**config.mk**
```make
export PLATFORM = sky130hd
export DESIGN_NAME = aud_btm_deframer
export DESIGN_NICKNAME = d
export VERILOG_FILES = /design/src/rtl/aud_btm_deframer.sv
export SDC_FILE = /design/constraint.sdc
export NUM_CORES = 1
export LEC_CHECK = 0
export BUFFER_PORTS_ARGS = -buffer_cell sky130_fd_sc_hd__clkbuf_2
export CORE_MARGIN = 2
export CORE_UTILIZATION = 56
export DETAILED_ROUTE_END_ITERATION = 16
export HOLD_SLACK_MARGIN = 0.02
export PLACE_DENSITY = 0.81
export REMOVE_ABC_BUFFERS = 1
export SYNTH_ARGS = -nofsm -noshare
export SYNTH_HDL_FRONTEND = slang
export SYNTH_SLANG_ARGS = --single-unit
```
**constraint.sdc**
```tcl
create_clock -name clk_sys_i -period 4.75 [get_ports clk_sys_i]
set_input_delay 0.7125 -clock clk_sys_i [delete_from_list [all_inputs] [get_ports clk_sys_i]]
set_output_delay 0.7125 -clock clk_sys_i [all_outputs]
set_load 0.01 [all_outputs]
```
**src/rtl/aud_btm_deframer.sv**
```systemverilog
// AUD branch-trace deframer: synchronises the raw AUD pins, assembles header/payload nibble
// frames into trace records and presents them on a valid/ready stream with sticky flags.
module aud_btm_deframer #(
  parameter int unsigned g_sync_stages = 2,
  parameter int unsigned g_cnt_width   = 16
) (
  input  logic                   clk_sys_i,
  input  logic                   rst_i,
  input  logic                   en_i,
  input  logic                   clr_i,
  input  logic                   aud_ck_i,
  input  logic                   aud_nsync_i,
  input  logic [3:0]             aud_data_i,
  output logic                   rec_valid_o,
  input  logic                   rec_ready_i,
  output logic [1:0]             rec_type_o,
  output logic [1:0]             rec_len_o,
  output logic [31:0]            rec_addr_o,
  output logic                   ovf_o,
  output logic                   err_short_o,
  output logic                   err_long_o,
  output logic [g_cnt_width-1:0] frame_cnt_o
);

  typedef enum logic [1:0] {StIdle, StPayload, StWaitEnd} state_e;

  logic [g_sync_stages-1:0]      ck_sync_q;
  logic [g_sync_stages-1:0]      nsync_sync_q;
  logic [g_sync_stages-1:0][3:0] data_sync_q;
  logic                          ck_dly_q;

  logic       ck_s, nsync_s, edge_s;
  logic [3:0] data_s;

  state_e     state_q;
  logic [1:0] hdr_type_q, hdr_len_q;
  logic [2:0] nib_cnt_q;
  logic [31:0] shift_q;

  logic        last_nib;
  logic        emit;
  logic [31:0] addr_full;
  logic [2:0]  last_idx;

  // Synchronisers idle at the pin-inactive levels so reset cannot fake an edge or a sync.
  always_ff @(posedge clk_sys_i or posedge rst_i) begin
    if (rst_i) begin
      ck_sync_q    <= '1;
      nsync_sync_q <= '1;
      data_sync_q  <= '0;
      ck_dly_q     <= 1'b1;
    end else begin
      ck_sync_q    <= {ck_sync_q[g_sync_stages-2:0], aud_ck_i};
      nsync_sync_q <= {nsync_sync_q[g_sync_stages-2:0], aud_nsync_i};
      data_sync_q  <= {data_sync_q[g_sync_stages-2:0], aud_data_i};
      ck_dly_q     <= ck_s;
    end
  end

  assign ck_s    = ck_sync_q[g_sync_stages-1];
  assign nsync_s = nsync_sync_q[g_sync_stages-1];
  assign data_s  = data_sync_q[g_sync_stages-1];
  assign edge_s  = ck_s & ~ck_dly_q;

  always_comb begin
    last_idx  = 3'((4'd1 << hdr_len_q) - 4'd1);
    last_nib  = (nib_cnt_q == last_idx);
    addr_full = shift_q | ({28'd0, data_s} << {nib_cnt_q, 2'b00});
    emit      = en_i & edge_s & (state_q == StPayload) & ~nsync_s & last_nib;
  end

  always_ff @(posedge clk_sys_i or posedge rst_i) begin
    if (rst_i) begin
      state_q     <= StIdle;
      hdr_type_q  <= '0;
      hdr_len_q   <= '0;
      nib_cnt_q   <= '0;
      shift_q     <= '0;
      rec_valid_o <= 1'b0;
      rec_type_o  <= '0;
      rec_len_o   <= '0;
      rec_addr_o  <= '0;
      ovf_o       <= 1'b0;
      err_short_o <= 1'b0;
      err_long_o  <= 1'b0;
      frame_cnt_o <= '0;
    end else begin
      // Clear first so a same-cycle flag set below takes priority.
      if (clr_i) begin
        ovf_o       <= 1'b0;
        err_short_o <= 1'b0;
        err_long_o  <= 1'b0;
      end

      if (!en_i) begin
        state_q <= StIdle;
      end else if (edge_s) begin
        unique case (state_q)
          StIdle: begin
            if (!nsync_s) begin
              hdr_type_q <= data_s[3:2];
              hdr_len_q  <= data_s[1:0];
              nib_cnt_q  <= '0;
              shift_q    <= '0;
              state_q    <= StPayload;
            end
          end
          StPayload: begin
            if (nsync_s) begin
              err_short_o <= 1'b1;
              state_q     <= StIdle;
            end else begin
              shift_q   <= addr_full;
              nib_cnt_q <= nib_cnt_q + 3'd1;
              if (last_nib) state_q <= StWaitEnd;
            end
          end
          StWaitEnd: begin
            if (nsync_s) state_q <= StIdle;
            else         err_long_o <= 1'b1;
          end
          default: state_q <= StIdle;
        endcase
      end

      if (emit) begin
        if (!rec_valid_o || rec_ready_i) begin
          rec_valid_o <= 1'b1;
          rec_type_o  <= hdr_type_q;
          rec_len_o   <= hdr_len_q;
          rec_addr_o  <= addr_full;
          frame_cnt_o <= frame_cnt_o + 1'b1;
        end else begin
          ovf_o <= 1'b1;
        end
      end else if (rec_valid_o && rec_ready_i) begin
        rec_valid_o <= 1'b0;
      end
    end
  end

endmodule

```
==> impl_metrics.env, run 1 <==
export IMPL_place_ws_ps=1860
export IMPL_core_area_sq_mm=0.00773
export IMPL_cp_data_arrival_time_ps=3130
export IMPL_regToRegSetupSlack_ps=1890
export IMPL_irDropWorstVdd_mv=0.201
export IMPL_port_buffers=66
export IMPL_worst_ep_required_time_ps=5020
export IMPL_status="completed"
export IMPL_regToRegEndpoint="rec_len_o[1]"
export IMPL_cts_buffers=9
export IMPL_synthFlopType="dfrtp_1"
export IMPL_clk_pin_slew_ps=100
export IMPL_avgViaCountPerCell=5.62
export IMPL_totalPowerFinal_w=0.00179
export IMPL_ys_async_sr_fraction_pct=100
export IMPL_r2r_start="nib_cnt_q[0]"
export IMPL_ys_ff_latch=110
export IMPL_routed_wl_um=9000
export IMPL_cap_violations=0
export IMPL_worst_pin_slew_ps=1210
export IMPL_whs_endpoint="data_s[3]"
export IMPL_dpl_hpwl_um=5950
export IMPL_vias=3266
export IMPL_dieWidth_um=93.2
export IMPL_fp_dieArea_sq_mm=0.00868
export IMPL_rsz0062_at_grt="no"
export IMPL_syn_avg_cell_area_sq_um=10.8
export IMPL_final_cell_count_no_fill=581
export IMPL_ant_nets=0
export IMPL_drc=0
export IMPL_seq_area_frac_synth_pct=62.0
export IMPL_start_util_pct=57.6
export IMPL_timing_final_crit_share_pct=60.2
export IMPL_fin_area_sq_mm=0.00501
export IMPL_drv_slew=0
export IMPL_antenna_found_initial=0
export IMPL_power_leakage_nw=2.41
export IMPL_slowest_delay_ps=740
export IMPL_crit_chain="nor2_1 > and2_1 > o211a_2 > buf_4 > mux2_4"
export IMPL_grt_pass1_wl_um=14900
export IMPL_insertedDiodeCount=0
export IMPL_num_io_pins=67
export IMPL_wl_per_cell_um=15.5
export IMPL_clockRootBuffer="clkbuf_8"
export IMPL_clk_latency_ps=370
export IMPL_ys_warn_count=0
export IMPL_hold_viol_final=0
export IMPL_routabilityCongestion=0.780
export IMPL_synth_enable_flop_cells=0
export IMPL_ys_types=37
export IMPL_min_path_cells=0
export IMPL_slowest_stage="nor2_1"
export IMPL_clock_sinks=110
export IMPL_die_h_um=93.2
export IMPL_setup_violations=0
export IMPL_nets=487
export IMPL_netlist_area_sq_mm=0.00445
export IMPL_first_global_vias=3007
export IMPL_post_dp_cell_area_sq_mm=0.00481
export IMPL_post_cts_setup_buffer_count=0
export IMPL_hold_class="register to register"
export IMPL_finClkSkew_ps=14.3
export IMPL_placed_cells=565
export IMPL_r2r_cells=5
export IMPL_period_needed_ps=2860
export IMPL_fin_ws_ps=1890
export IMPL_critPathKind="register to register"
export IMPL_finalSetupTns_ps=0
export IMPL_cp_max_fo=33
export IMPL_clock_path_buffers=2
export IMPL_htreeDepth=3
export IMPL_dr_pass1_iters=4
export IMPL_drtIter0Drc=264
export IMPL_row_count=32
export IMPL_grt_max_degree=68
export IMPL_area_growth_pct=12.5
export IMPL_fmax_mhz=350
export IMPL_grt_total_usage_pct=21.9
export IMPL_end_kind="register"
export IMPL_hold_buffers=0
export IMPL_grt_overflow_total=0
export IMPL_drive_gt1_share_pct=22.5
export IMPL_cts_resized=0
export IMPL_start_kind="register"
export IMPL_p_per_area_mw_per_mm2=357
export IMPL_maxSlewHeadroom_pct=19.5
export IMPL_syn_inst=414
export IMPL_worstHoldStart="data_sync_q[3]"
export IMPL_cts_tree="built"
==> synthesized netlist by cell type, drive strengths merged, types with 4 or more instances <==
library cell | count | share of area [%]
a21oi | 50 | 5.6
a31oi | 16 | 2.2
buf | 18 | 2.7
clkbuf | 4 | 0.34
dfrtp | 105 | 59
dfstp | 5 | 3.0
inv | 7 | 0.59
mux2 | 9 | 2.4
nand2 | 52 | 4.4
nand2b | 8 | 1.1
nand3 | 6 | 0.67
nand4 | 8 | 1.1
nor2 | 38 | 3.2
nor2b | 8 | 1.1
nor3 | 7 | 0.79
o21ai | 37 | 4.2
xnor2 | 7 | 1.4
xor2 | 9 | 1.8
==> critical path: cells and delay by family, from the launching register on <==
kind	cells	cell delay (ps)
AOI/OAI and AO/OA	1	630
and+or+nand+nor	2	1020
muxes	1	320
DFF	1	450
buffers and inverters	1	340
==> per-layer routing <==
layer  up-vias  track usage [%]  share of wire [%]
li1       1551                -                  -
met1      1599             31.9                 44
met2       103             33.3                 48
met3        13             3.14                5.7
met4         0             9.44                1.6
met5         -                0                  0
==> layout by cell type, fill, tap and decap left out, types with 2 or more instances in the layout <==
cell type and count:
a21oi_1 50, o21ai_0 36, nor2_1 38, nor4_1 2, ha_1 2, and2_1 2
buf_4 5, clkbuf_2 66, o22ai_1 2, xnor2_1 7, nor3_1 7, nor2b_1 8
nand2b_1 8, and3_1 2, nand4_1 8, mux2_2 8, clkinvlp_4 2, nand2_1 52
nand3_1 6, dfstp_2 5, a31oi_1 16, xor2_1 9, dfrtp_1 105, clkinv_2 2
inv_1 6, clkbuf_8 9
==> through the flow <==
stage	util [%]	hold slack [ps]
after global placement	62.3	333
after floorplan	-	331
after CTS	64.8	359
final	64.8	358
after global routing	64.8	362
after detailed placement	62.3	336
==> sequential cells by signal, summed over array words and instances, names as in the netlist <==
| signal | count |
|---|---|
| ck_dly_q | 1 |
| ck_sync_q | 2 |
| data_s | 4 |
| data_sync_q | 4 |
| err_long_o | 1 |
| err_short_o | 1 |
| frame_cnt_o | 16 |
| hdr_len_q | 2 |
| hdr_type_q | 2 |
| nib_cnt_q | 3 |
| nsync_sync_q | 2 |
| ovf_o | 1 |
| rec_addr_o | 32 |
| rec_len_o | 2 |
| rec_type_o | 2 |
| rec_valid_o | 1 |
| shift_q | 32 |
| state_q | 2 |
==> how the worst max path moves through the flow <==
stage | startpoint | endpoint | slack (ps) | depth (start not counted)
after global placement | en_i | rec_len_o[1] | 1970 | 6
after detailed placement | en_i | rec_len_o[1] | 1860 | 6
final | nib_cnt_q[0] | rec_len_o[1] | 1890 | 5
after floorplan | rst_i | data_s[0] | 1140 | 1
after CTS | nib_cnt_q[0] | rec_len_o[1] | 1880 | 5
after global routing | nib_cnt_q[0] | rec_len_o[1] | 1690 | 5
==> report_power, final <==
group	switching (W)	leakage (nW)	internal, W
registers	0.0000446	1.47	0.00100
logic	0.000109	0.849	0.0000766
clock network	0.000315	0.0956	0.000245
total	0.000469	2.41	0.00132
==> area by class of cell <==
type / count / area (sq um)
Clock inverter: 7 / 72.6
Tap cell: 102 / 128
Multi-Input combinational cell: 275 / 1530
Timing Repair Buffer: 71 / 368
Inverter: 7 / 28.8
Fill cell: 600 / 2720
Clock buffer: 9 / 124
Sequential cell: 110 / 2760
==> logic make-up (layout without fill, tap and decap cells) <==
family	Yosys count	after routing	share of synthesized area, %
fa+ha+maj	2	2	0.562
flops	110	110	62.0
simple gates	137	137	14.7
mux	9	9	2.36
buf+inv	29	94	3.65
compound gates	111	111	13.6
xor+xnor	16	16	3.15
No activity file was read; power rests on OpenSTA's default activity.
==> inputs of run 2 (changes only) <==
--- a/config.mk
+++ b/config.mk
@@ -7,10 +7,10 @@
 export LEC_CHECK = 0
 export BUFFER_PORTS_ARGS = -buffer_cell sky130_fd_sc_hd__clkbuf_2
 export CORE_MARGIN = 2
-export CORE_UTILIZATION = 56
+export CORE_UTILIZATION = 51
 export DETAILED_ROUTE_END_ITERATION = 16
 export HOLD_SLACK_MARGIN = 0.02
-export PLACE_DENSITY = 0.81
+export PLACE_DENSITY = 0.77
 export REMOVE_ABC_BUFFERS = 1
 export SYNTH_ARGS = -nofsm -noshare
 export SYNTH_HDL_FRONTEND = slang
==> constraint.sdc (replaced) <==
create_clock -name clk_sys_i -period 2.5 [get_ports clk_sys_i]
set_input_delay 0.375 -clock clk_sys_i [delete_from_list [all_inputs] [get_ports clk_sys_i]]
set_output_delay 0.375 -clock clk_sys_i [all_outputs]
set_load 0.01 [all_outputs]
==> impl_metrics.env, run 2 (same netlist as run 1, synthesis figures left out) <==
export IMPL_post_cts_setup_buffer_count=0
export IMPL_htreeDepth=3
export IMPL_clockRootBuffer="clkbuf_8"
export IMPL_status="completed"
export IMPL_setup_violations=0
export IMPL_post_dp_cell_area_sq_mm=0.00487
export IMPL_grt_overflow_total=0
export IMPL_clk_pin_slew_ps=90
export IMPL_area_growth_pct=13.3
export IMPL_antenna_found_initial=0
export IMPL_cts_resized=0
export IMPL_dpl_hpwl_um=6100
export IMPL_utilization_pct=58.7
export IMPL_row_count=34
export IMPL_die_h_um=97.4
export IMPL_nets=492
export IMPL_place_ws_ps=348
export IMPL_hold_viol_final=0
export IMPL_clock_sinks=110
export IMPL_period_needed_ps=2140
export IMPL_end_kind="register"
export IMPL_drv_slew=0
export IMPL_hold_class="input pin to asynchronous set/reset pin"
export IMPL_rsz0062_at_grt="no"
export IMPL_power_leakage_nw=2.43
export IMPL_first_global_vias=3182
export IMPL_cts_buffers=9
export IMPL_vias=3281
export IMPL_maxSlewHeadroom_pct=58.6
export IMPL_avgViaCountPerCell=5.56
export IMPL_irDropWorstVdd_mv=0.270
export IMPL_ant_nets=0
export IMPL_port_buffers=66
export IMPL_reg_top3="rec_addr_o (32), shift_q (32), frame_cnt_o (16)"
export IMPL_totalPowerFinal_w=0.00331
export IMPL_cp_data_arrival_time_ps=2440
export IMPL_drive_gt1_share_pct=23.0
export IMPL_worst_ep_required_time_ps=2790
export IMPL_clock_path_buffers=2
export IMPL_routed_wl_um=9180
export IMPL_grt_pass1_wl_um=15300
export IMPL_start_kind="register"
export IMPL_fin_ws_ps=355
export IMPL_grt_max_degree=50
export IMPL_core_area_sq_mm=0.00859
export IMPL_fp_dieArea_sq_mm=0.00949
export IMPL_routabilityCongestion=0.761
export IMPL_critPathKind="register to register"
export IMPL_finClkSkew_ps=9.27
export IMPL_worst_pin_slew_ps=621
export IMPL_p_per_area_mw_per_mm2=655
export IMPL_clk_latency_ps=360
export IMPL_timing_final_crit_share_pct=85.8
export IMPL_wl_per_cell_um=15.6
export IMPL_fmax_mhz=466
export IMPL_cap_violations=0
export IMPL_insertedDiodeCount=0
export IMPL_hold_buffers=0
export IMPL_drc=0
export IMPL_cp_max_fo=26
export IMPL_final_cell_mix="dfrtp_1 (105), clkbuf_2 (66), nand2_1 (52), a21oi_1 (50), nor2_1 (38)"
export IMPL_fin_area_sq_mm=0.00504
export IMPL_final_common_cell="dfrtp_1"
export IMPL_cts_tree="built"
export IMPL_grt_total_usage_pct=20.2
export IMPL_hold_ws_ps=59.6
export IMPL_start_util_pct=51.8
export IMPL_drtIter0Drc=213
export IMPL_dieWidth_um=97.4
export IMPL_num_io_pins=67
export IMPL_dr_pass1_iters=5
run 2: changes by cell type in the layout (fill, tap and decap cells not counted):
cell        before  now
buf_12           0    1
buf_4            5    9
bufinv_16        1    0
clkbuf_8         9   11
clkinv_2         2    1
clkinvlp_4       2    1
inv_6            1    0
run 2: critical path, cell delays in order (launching register included):
cell	delay [ps]
dfstp_2	560
nand3b_2	130
nor4b_4	380
o211a_2	460
buf_4	330
nor2_1	70
a21oi_1	130
run 2: worst paths after layout:
path	startpoint	to	slack [ps]	cells past startpoint
max in group asynchronous	rst_i	shift_q[24]	1780	3
setup reg to reg	ck_sync_q[1]	rec_addr_o[8]	360	6
hold / removal	rst_i	data_sync_q[3]	60	2
hold reg to reg	ck_sync_q[0]	ck_sync_q[1]	360	0
min in group clk_sys_i	aud_nsync_i	nsync_sync_q[0]	90	1
setup / recovery	ck_sync_q[1]	rec_addr_o[8]	360	6
run 2: routing by layer:
metal | global-route usage, % | routed length, um | part of all wire, % | vias up
li1 | - | - | - | 1550
met1 | 27.0 | 4080 | 44 | 1612
met2 | 33.2 | 4520 | 49 | 106
met3 | 3.88 | 454 | 4.9 | 13
met4 | 7.26 | 117 | 1.3 | 0
met5 | 0 | 0 | 0 | -
run 2: power by group:
group,switching (W),leakage [nW],internal (W)
clock,0.000554,0.0873,0.000406
combinational,0.000212,0.879,0.000153
sequential,0.0000806,1.47,0.00190
total,0.000846,2.43,0.00246
run 2: cell type report:
type,count,area [sq um]
clock inverters,3,21.3
clock buffers,11,151
multi-input cells,275,1530
flip-flops and latches,110,2760
fillers,746,3550
well taps,108,135
inverters,7,28.8
repair buffers,76,418
run 2: metrics by stage:
| step | instances | setup TNS [ps] |
|---|---|---|
| finish | 590 | 0 |
| global route | 590 | 0 |
| detailed placement | 576 | 0 |
| floorplan | 392 | -87920 |
| global placement | 576 | 0 |
| CTS | 590 | 0 |
==> inputs of run 3 (changes only) <==
--- a/config.mk
+++ b/config.mk
@@ -7,11 +7,12 @@
 export LEC_CHECK = 0
 export BUFFER_PORTS_ARGS = -buffer_cell sky130_fd_sc_hd__clkbuf_2
 export CORE_MARGIN = 2
-export CORE_UTILIZATION = 51
+export CORE_UTILIZATION = 40
 export DETAILED_ROUTE_END_ITERATION = 16
 export HOLD_SLACK_MARGIN = 0.02
-export PLACE_DENSITY = 0.77
+export PLACE_DENSITY = 0.64
 export REMOVE_ABC_BUFFERS = 1
+export SKIP_CTS_REPAIR_TIMING = 1
 export SYNTH_ARGS = -nofsm -noshare
 export SYNTH_HDL_FRONTEND = slang
 export SYNTH_SLANG_ARGS = --single-unit
==> impl_metrics.env, run 3 (same netlist as run 1, synthesis figures left out) <==
export IMPL_cts_tree="built"
export IMPL_insertedDiodeCount=0
export IMPL_worst_ep_required_time_ps=2790
export IMPL_start_util_pct=41.1
export IMPL_finClkSkew_ps=10.6
export IMPL_worst_pin_slew_ps=661
export IMPL_irDropWorstVdd_mv=0.298
export IMPL_clockRootBuffer="clkbuf_8"
export IMPL_fin_ws_ps=409
export IMPL_port_buffers=66
export IMPL_power_leakage_nw=2.46
export IMPL_regToRegSetupSlack_ps=410
export IMPL_grt_overflow_total=0
export IMPL_clk_latency_ps=370
export IMPL_fin_area_sq_mm=0.00514
export IMPL_regToRegEndpoint="frame_cnt_o[15]"
export IMPL_die_h_um=109
export IMPL_rsz0062_at_grt="no"
export IMPL_dieWidth_um=109
export IMPL_drive_gt1_share_pct=23.5
export IMPL_end_kind="register"
export IMPL_critPathKind="register to register"
export IMPL_regArea_sq_mm=0.00276
export IMPL_fill_cells=1040
export IMPL_reg_top3="rec_addr_o (32), shift_q (32), frame_cnt_o (16)"
export IMPL_cts_buffers=9
export IMPL_timing_final_crit_share_pct=83.7
export IMPL_final_common_cell="dfrtp_1"
export IMPL_final_cell_mix="dfrtp_1 (105), clkbuf_2 (66), nand2_1 (52), a21oi_1 (50), nor2_1 (38)"
export IMPL_drc=0
export IMPL_fmax_mhz=478
export IMPL_status="completed"
export IMPL_dpl_hpwl_um=6300
export IMPL_routed_wl_um=9330
export IMPL_avgViaCountPerCell=5.16
export IMPL_grt_max_degree=55
export IMPL_core_area_sq_mm=0.0108
export IMPL_clock_path_buffers=2
export IMPL_r2r_start="ck_sync_q[1]"
export IMPL_vias=3226
export IMPL_htreeDepth=3
export IMPL_num_io_pins=67
export IMPL_grt_total_usage_pct=16.8
export IMPL_post_dp_cell_area_sq_mm=0.00493
export IMPL_dr_pass1_iters=4
export IMPL_fp_dieArea_sq_mm=0.0120
export IMPL_clock_sinks=110
export IMPL_area_growth_pct=15.4
export IMPL_nets=494
export IMPL_antenna_found_initial=0
export IMPL_start_kind="register"
export IMPL_routabilityCongestion=0.758
export IMPL_cp_data_arrival_time_ps=2380
export IMPL_place_ws_ps=234
export IMPL_setup_violations=0
export IMPL_multiInputGateArea_sq_mm=0.00154
export IMPL_first_global_vias=3141
export IMPL_clk_pin_slew_ps=100
export IMPL_period_needed_ps=2090
export IMPL_hold_class="input pin to asynchronous set/reset pin"
export IMPL_cp_max_fo=12
export IMPL_drv_slew=0
export IMPL_r2r_cells=5
export IMPL_grt_pass1_wl_um=15500
export IMPL_p_per_area_mw_per_mm2=672
export IMPL_hold_viol_final=0
export IMPL_row_count=38
export IMPL_drtIter0Drc=161
export IMPL_ant_nets=0
export IMPL_maxSlewHeadroom_pct=56.0
export IMPL_cap_violations=0
export IMPL_wl_per_cell_um=14.9
==> run 3: power breakdown <==
group | internal [W] | switching, W | total (W)
clock network | 0.000500 | 0.000600 | 0.00110
registers | 0.00190 | 0.0000842 | 0.00198
logic | 0.000153 | 0.000214 | 0.000367
==> run 3: cell type report <==
| cell class | instances | area share, % |
|---|---|---|
| Clock buffer | 10 | 2.68 |
| Clock inverter | 5 | 1.31 |
| Inverter | 7 | 0.560 |
| Multi-Input combinational cell | 275 | 29.9 |
| Sequential cell | 110 | 53.7 |
| Tap cell | 140 | 3.41 |
| Timing Repair Buffer | 78 | 8.42 |
==> run 3: how the worst max path moves through the flow <==
stage / from / endpoint / slack (ps)
floorplan: rst_i / data_s[0] / -770
global placement: ck_sync_q[1] / rec_addr_o[16] / 350
detailed placement: ck_sync_q[1] / rec_addr_o[1] / 230
CTS: ck_sync_q[1] / rec_addr_o[1] / 210
global route: ck_sync_q[1] / frame_cnt_o[15] / 170
finish: ck_sync_q[1] / frame_cnt_o[15] / 410
==> run 3: metal layers <==
metal	up-vias	track usage, %	share of wire, %
li1	1559	-	-
met1	1578	22.7	46
met2	80	27.0	47
met3	9	3.79	5.5
met4	0	5.52	1.2
met5	-	0	0
==> run 3: critical path, cell delays in order, from the launching register on <==
cell and delay [ps]:
dfstp_2 570, nand3b_2 130, nor4b_4 410, o21ai_2 280, nor4_1 450, xor2_1 180
==> run 3: per-stage QoR <==
stage | power [W] | utilization [%] | hold WS [ps] | TNS [ps] | cells
after CTS | 0.00350 | 47.3 | 69.6 | 0 | 625
after floorplan | 0.00222 | - | 331 | -87920 | 392
after global placement | 0.00238 | 45.4 | 338 | 0 | 610
final | 0.00345 | 47.4 | 86.5 | 0 | 625
after global routing | 0.00362 | 47.4 | 64.6 | 0 | 625
after detailed placement | 0.00239 | 45.4 | 343 | 0 | 610
